<file path="src/rtl/clock_gate_ctrl.sv">
// Per-channel gated-clock controller driving DHCEN stop pins.
// Each channel: 2-flop req sync, OFF/WAKE/ON/DRAIN FSM, registered outputs.
module clock_gate_ctrl #(
  parameter int NUM_CH       = 2,
  parameter int WAKE_CYCLES  = 4,
  parameter int DRAIN_CYCLES = 3
) (
  input  logic              clk,
  input  logic              reset,
  input  logic [NUM_CH-1:0] req,
  input  logic              force_on,
  output logic [NUM_CH-1:0] clk_stop,
  output logic [NUM_CH-1:0] ack,
  output logic              busy
);

  typedef enum logic [1:0] {
    OFF   = 2'd0,
    WAKE  = 2'd1,
    ON    = 2'd2,
    DRAIN = 2'd3
  } state_e;

  localparam logic [7:0] WAKE_LD  = 8'(WAKE_CYCLES - 1);
  localparam logic [7:0] DRAIN_LD = 8'(DRAIN_CYCLES - 1);

  state_e            state_q [NUM_CH];
  state_e            state_d [NUM_CH];
  logic [7:0]        cnt_q   [NUM_CH];
  logic [7:0]        cnt_d   [NUM_CH];
  logic [NUM_CH-1:0] sync1_q;
  logic [NUM_CH-1:0] sync2_q;
  logic [NUM_CH-1:0] run;
  logic [NUM_CH-1:0] clk_stop_q, clk_stop_d;
  logic [NUM_CH-1:0] ack_q, ack_d;
  logic              busy_q, busy_d;

  // force_on is already in the clk domain, so only req is synchronized
  assign run = sync2_q | {NUM_CH{force_on}};

  always_comb begin
    for (int i = 0; i < NUM_CH; i++) begin
      state_d[i] = state_q[i];
      cnt_d[i]   = cnt_q[i];
      unique case (state_q[i])
        OFF: begin
          if (run[i]) begin
            state_d[i] = WAKE;
            cnt_d[i]   = WAKE_LD;
          end
        end
        WAKE: begin
          if (!run[i]) begin
            state_d[i] = DRAIN;
            cnt_d[i]   = DRAIN_LD;
          end else if (cnt_q[i] == 8'd0) begin
            state_d[i] = ON;
          end else begin
            cnt_d[i] = cnt_q[i] - 8'd1;
          end
        end
        ON: begin
          if (!run[i]) begin
            state_d[i] = DRAIN;
            cnt_d[i]   = DRAIN_LD;
          end
        end
        DRAIN: begin
          if (run[i]) begin
            state_d[i] = ON;
            cnt_d[i]   = 8'd0;
          end else if (cnt_q[i] == 8'd0) begin
            state_d[i] = OFF;
          end else begin
            cnt_d[i] = cnt_q[i] - 8'd1;
          end
        end
      endcase
      clk_stop_d[i] = (state_d[i] == OFF);
      ack_d[i]      = (state_d[i] == ON);
    end
    busy_d = ~&clk_stop_d;
  end

  always_ff @(posedge clk or posedge reset) begin
    if (reset) begin
      for (int i = 0; i < NUM_CH; i++) begin
        state_q[i] <= OFF;
        cnt_q[i]   <= 8'd0;
      end
      sync1_q    <= '0;
      sync2_q    <= '0;
      clk_stop_q <= '1;
      ack_q      <= '0;
      busy_q     <= 1'b0;
    end else begin
      for (int i = 0; i < NUM_CH; i++) begin
        state_q[i] <= state_d[i];
        cnt_q[i]   <= cnt_d[i];
      end
      sync1_q    <= req;
      sync2_q    <= sync1_q;
      clk_stop_q <= clk_stop_d;
      ack_q      <= ack_d;
      busy_q     <= busy_d;
    end
  end

  assign clk_stop = clk_stop_q;
  assign ack      = ack_q;
  assign busy     = busy_q;

endmodule

</file>
<file path="config.mk">
export PLATFORM = sky130hd
export DESIGN_NAME = clock_gate_ctrl
export DESIGN_NICKNAME = d
export VERILOG_FILES = /design/src/rtl/clock_gate_ctrl.sv
export SDC_FILE = /design/constraint.sdc
export NUM_CORES = 1
export LEC_CHECK = 0
export BUFFER_PORTS_ARGS = -buffer_cell sky130_fd_sc_hd__buf_2
export CORE_UTILIZATION = 53
export DETAILED_ROUTE_END_ITERATION = 12
export GPL_ROUTABILITY_DRIVEN = 0
export GPL_TIMING_DRIVEN = 0
export PLACE_DENSITY = 0.86
export SLEW_MARGIN = 20
export SYNTH_ARGS = -nofsm -noshare
export SYNTH_HDL_FRONTEND = slang
export SYNTH_SLANG_ARGS = --single-unit
</file>
<file path="constraint.sdc">
create_clock -name clk -period 2 [get_ports clk]
set_input_delay 0.4 -clock clk [delete_from_list [all_inputs] [get_ports clk]]
set_output_delay 0.4 -clock clk [all_outputs]
set_load 0.005 [all_outputs]
</file>
### Word level (Yosys, flattened, before mapping)

Cells that the tools add are included.

| cells by class | value |
|---|---|
| add/sub/neg operators | 2 |
| equality and inequality tests | 12 |
| multiplexer cells | 26 |
| bitwise logic cells | 1 |
| reduce and logical (&&, ||, !) cells | 10 |

Operators by type and width:

| cell | count |
|---|---|
| 2-to-1 mux 8 bit | 10 |
| case mux 8 bit (4 select lines) | 2 |
| 2-to-1 mux 2 bit | 12 |
| zero test 8 bit | 2 |
| case mux 2 bit (4 select lines) | 2 |
| subtractor 8 x 1 -> 8 bit, second input constant | 2 |
| equality test 2 bit, second input constant | 6 |
| zero test 2 bit | 4 |
| inequality test 2 bit, second input constant | 4 |
| AND reduction 2 bit | 3 |
| equality test 2 x 1 -> 1 bit, second input constant | 2 |
| bitwise OR 2 bit | 1 |
| zero test 1 bit | 1 |

| word-level totals | value |
|---|---|
| register bits | 29 |
| input port bits | 5 |
| output and inout port bits | 5 |
| logic and storage cells | 60 |

### Logic depth before layout (Yosys ltp)

| logic depth | value |
|---|---|
| depth in word-level cells | 7 |
| gate-level depth with buffers | 7 |
| gate-level depth less buffers | 6 |

### Worst setup path after synthesis

No wires, ideal clock.

| timing | value |
|---|---|
| kind | reg-to-reg |
| start | register cnt_q[8] (netlist name) |
| end | register cnt_q[10] (netlist name) |
| library setup time | 118 ps |
| arrival | 1,759 ps |
| data required time | 1,882 ps |
| slack | 123 ps |
| cell stages (with the launch flop) | 8 |
| buffers on the path | 1 |
| clock period less this slack | 1,877 ps |
| path through | dfrtp_1 inv_1 ha_1 or4b_1 o2111a_1 buf_6 a21boi_1 a21o_1 |

| between the ends | value |
|---|---|
| cells in the longest elaborated chain, start to end | 4 |
| elaborated cells on any way between the ends | 6 |
| those cells by class | add/sub: 1; mux: 4; reduce/logical: 1 |

RTL lines:

| item | line | RTL |
|---|---|---|
| from (decl) | 29 | `logic [7:0] cnt_q [NUM_CH];` |
| from (signal, indexed assignment) | 99 | `cnt_q[i] <= cnt_d[i];` |
| subtractor 8 x 1 -> 8 bit or zero test 8 bit (tied branches) | -- |  |
| 2-to-1 mux 8 bit * | 56, 72 |  |
| 2-to-1 mux 8 bit, on equally long branches | 69, 53 |  |
| case mux 8 bit (4 select lines) * | 45 | `unique case (state_q[i])` |

Mark *: on every way between the ends. The rest lies on a longest branch, timed or not.
A chain may end at the register's enable or synchronous reset.

### Final worst setup path

| timing | value |
|---|---|
| start | register cnt_q[9] (netlist name) |
| end | register cnt_q[10] (netlist name) |

Same word-level chain as after synthesis.

==> metrics.cfg <==
[run_status]
status=complete, no violations

[cts]
root_buffer=clkbuf_4
cts_buffers=5
clk_latency_ps=340
cts.htree.levels=2
cts.sinks=29
cts_max_path_buffers=2
path_clk_slew_ps=100
cts_tree=yes
cts_hold_repair.buffers=0

[floorplan]
die-area_um2=3190
pin_count=10
start_util_pct=56.5
die-width_um=56.5
rows=19
coreArea_um2=2780
die-height_um=56.5

[power_and_ir_drop]
peakVddDrop_uv=1060
power.leakage_nw=0.782
p_per_area_nw_per_um2=1690
total_power_mw=2.98

[synthesis]
synth_area_leader_cell=dfrtp_1
yosysWarnings=0
synth_common_cells=dfrtp_1 (27), nand2_1 (16), o21ai_0 (10), inv_1 (9)
synth-main-ff-cell=dfrtp_1
synth_cell_types=50
netlist_area_um2=1570
synth.most_common_cell=dfrtp_1
yosysTopAreaCellShare_pct=43.0
synth_edf_count=0
synthCells=159
avgSynthCellArea_um2=9.89
ys_ff_latch=29
async_reset_ff_share_pct=100
synth_area_leaders=dfrtp_1 (43%), nand2_1 (3.8%), dfstp_2 (3.3%)
syn-num-nets=168
seq_area_frac_synth_pct=46.3

[route]
drc=0
first_pass_iters=4
ant_nets=0
totalWireLength_um=3110
vias=1316
drt-initial-drc-count=53
post_drt_wl_per_cell_um=14.8
vias_per_cell=6.27

[global_routing]
grtUsageMet2_pct=35.0
grtUsageMet1_pct=26.3
globalRouteMet3Util_pct=5.30
grt_pass1_wl_um=5290
grt-busiest-layer=met2
antenna_found_initial=0
grt_usage_pct=21.6
grt_max_degree=30
grt_pass1_vias=1249
overflow=0

[sta]
hold_viol=0
fin_skew_ps=9.38
drv_slew=0
max_freq_mhz=511
max_slew_margin_pct=61.6
fin_ws_ps=44.8
fin_crit_sh_pct=97.8
worst_slew_pin_slew_ps=574
setup_viol=0
final_period_minus_worst_setup_slack_ps=1960

[setup_path]
crit_chain=inv_4, ha_1, or4b_4, o2111a_1, buf_6, a21boi_1, a21o_1
critPathBufInv=2
path_delay_family=compound AO/OA/AOI/OAI gates
reg2reg_to=cnt_q[10]
cp.required_ps=2230
reg2reg_from=cnt_q[9]
startpoint_type=flop
crit_arrival_ps=2190
rrSetupSlack_ps=40
criticalPathCategory=flop to flop
cp_max_fo=9
critical_path.slowest_cell=or4b_4
reg2reg_depth=7
critPathCaptureType=flop
max_stage_delay_ps=490

[layout]
drive_gt1_share_pct=24.0
regArea_um2=731
nets=187
final_core_util_pct=63.4
multi_input_area_um2=793
antennaDiodeCount=0
nFillCells=206
syn_to_final_growth_pct=12.2

[flow_run]
max_cap_violations=0

[placed_design]
port_buffers=9
dp_slack_ps=-50.7
hpwl_um=2200

[min_path]
hp-class=primary input to async pin

==> metal layers <==
layer	vias up	part of all wire [%]	routed length (um)
li1	626	-	-
met1	644	42	1310
met2	40	50	1560
met3	6	6.1	190
met4	0	1.4	45
met5	-	0	0
==> sequential cells by signal (all words and copies together), names as in the netlist <==
signal / cells
ack: 2
cnt_q: 16
busy: 1
clk_stop: 2
sync2_q: 2
sync1_q: 2
state_q: 4
==> timing repair <==
item	4_1_cts	5_1_grt
buffers inserted	1	2
resized for setup	3	7
endpoints found under the setup margin	7	9
==> cell families after synthesis <==
family	count (synthesis)	synth area share, %
simple gates	52	19.2
compound gates	50	22.0
flops	29	46.3
buf+inv	16	4.69
xor+xnor	6	3.34
fa+ha+maj	4	3.18
mux	2	1.27
==> layout by cell type (no fill, tap or decap), types with 3 or more instances in the layout <==
cell type	synthesis	final
clkbuf_4	0	5
or3_1	4	4
nor3_1	4	3
xnor2_1	4	4
a31oi_1	7	7
o21ai_0	10	10
clkbuf_1	3	3
a21oi_1	7	7
ha_1	4	4
nor2_1	6	6
nand2_1	16	16
a211oi_1	3	3
a22o_1	3	3
inv_1	9	6
buf_4	1	4
dfrtp_1	27	25
buf_2	2	11
nand3_1	4	4
==> worst max-delay path by stage <==
| stage | cells past startpoint | to | slack (ps) | start |
|---|---|---|---|---|
| floorplan | 7 | cnt_q[10] | 120 | cnt_q[8] |
| global placement | 7 | cnt_q[10] | 1 | cnt_q[8] |
| detailed placement | 7 | cnt_q[14] | -50 | cnt_q[8] |
| CTS | 7 | cnt_q[14] | 10 | cnt_q[9] |
| global route | 7 | cnt_q[14] | -10 | cnt_q[9] |
| finish | 7 | cnt_q[10] | 40 | cnt_q[9] |
==> worst register-to-register path, cell delays in order (launching register included) <==
cell and delay (ps):
dfrtp_2 450, inv_4 80, ha_1 160, or4b_4 490
o2111a_1 260, buf_6 140, a21boi_1 130, a21o_1 150
==> report_power, final <==
group          leakage (nW)  switching (mW)  internal, mW
sequential            0.352           0.244         0.786
combinational         0.398           0.879         0.723
clock                0.0310           0.219         0.132
total                 0.782            1.34          1.64
==> through the flow <==
| stage | instances | TNS, ps | area, um2 | hold WS (ps) |
|---|---|---|---|---|
| 6_report | 210 | 0 | 1760 | 109 |
| 3_3_place_gp | 199 | 0 | 1660 | 336 |
| 4_1_cts | 208 | 0 | 1720 | 166 |
| 5_1_grt | 210 | -10.9 | 1760 | 165 |
| 2_1_floorplan | 159 | 0 | 1570 | 331 |
| 3_5_place_dp | 199 | -153 | 1660 | 337 |
==> area by class of cell <==
| cell class | instances | share of cell area, % |
|---|---|---|
| well taps | 31 | 2.20 |
| clock inverters | 3 | 0.993 |
| clock buffers | 5 | 2.13 |
| multi-input cells | 114 | 45.0 |
| repair buffers | 12 | 3.83 |
| flip-flops and latches | 29 | 41.4 |
| inverters | 9 | 2.20 |
| plain buffers | 7 | 2.27 |
(Power assumes the default switching activity.)
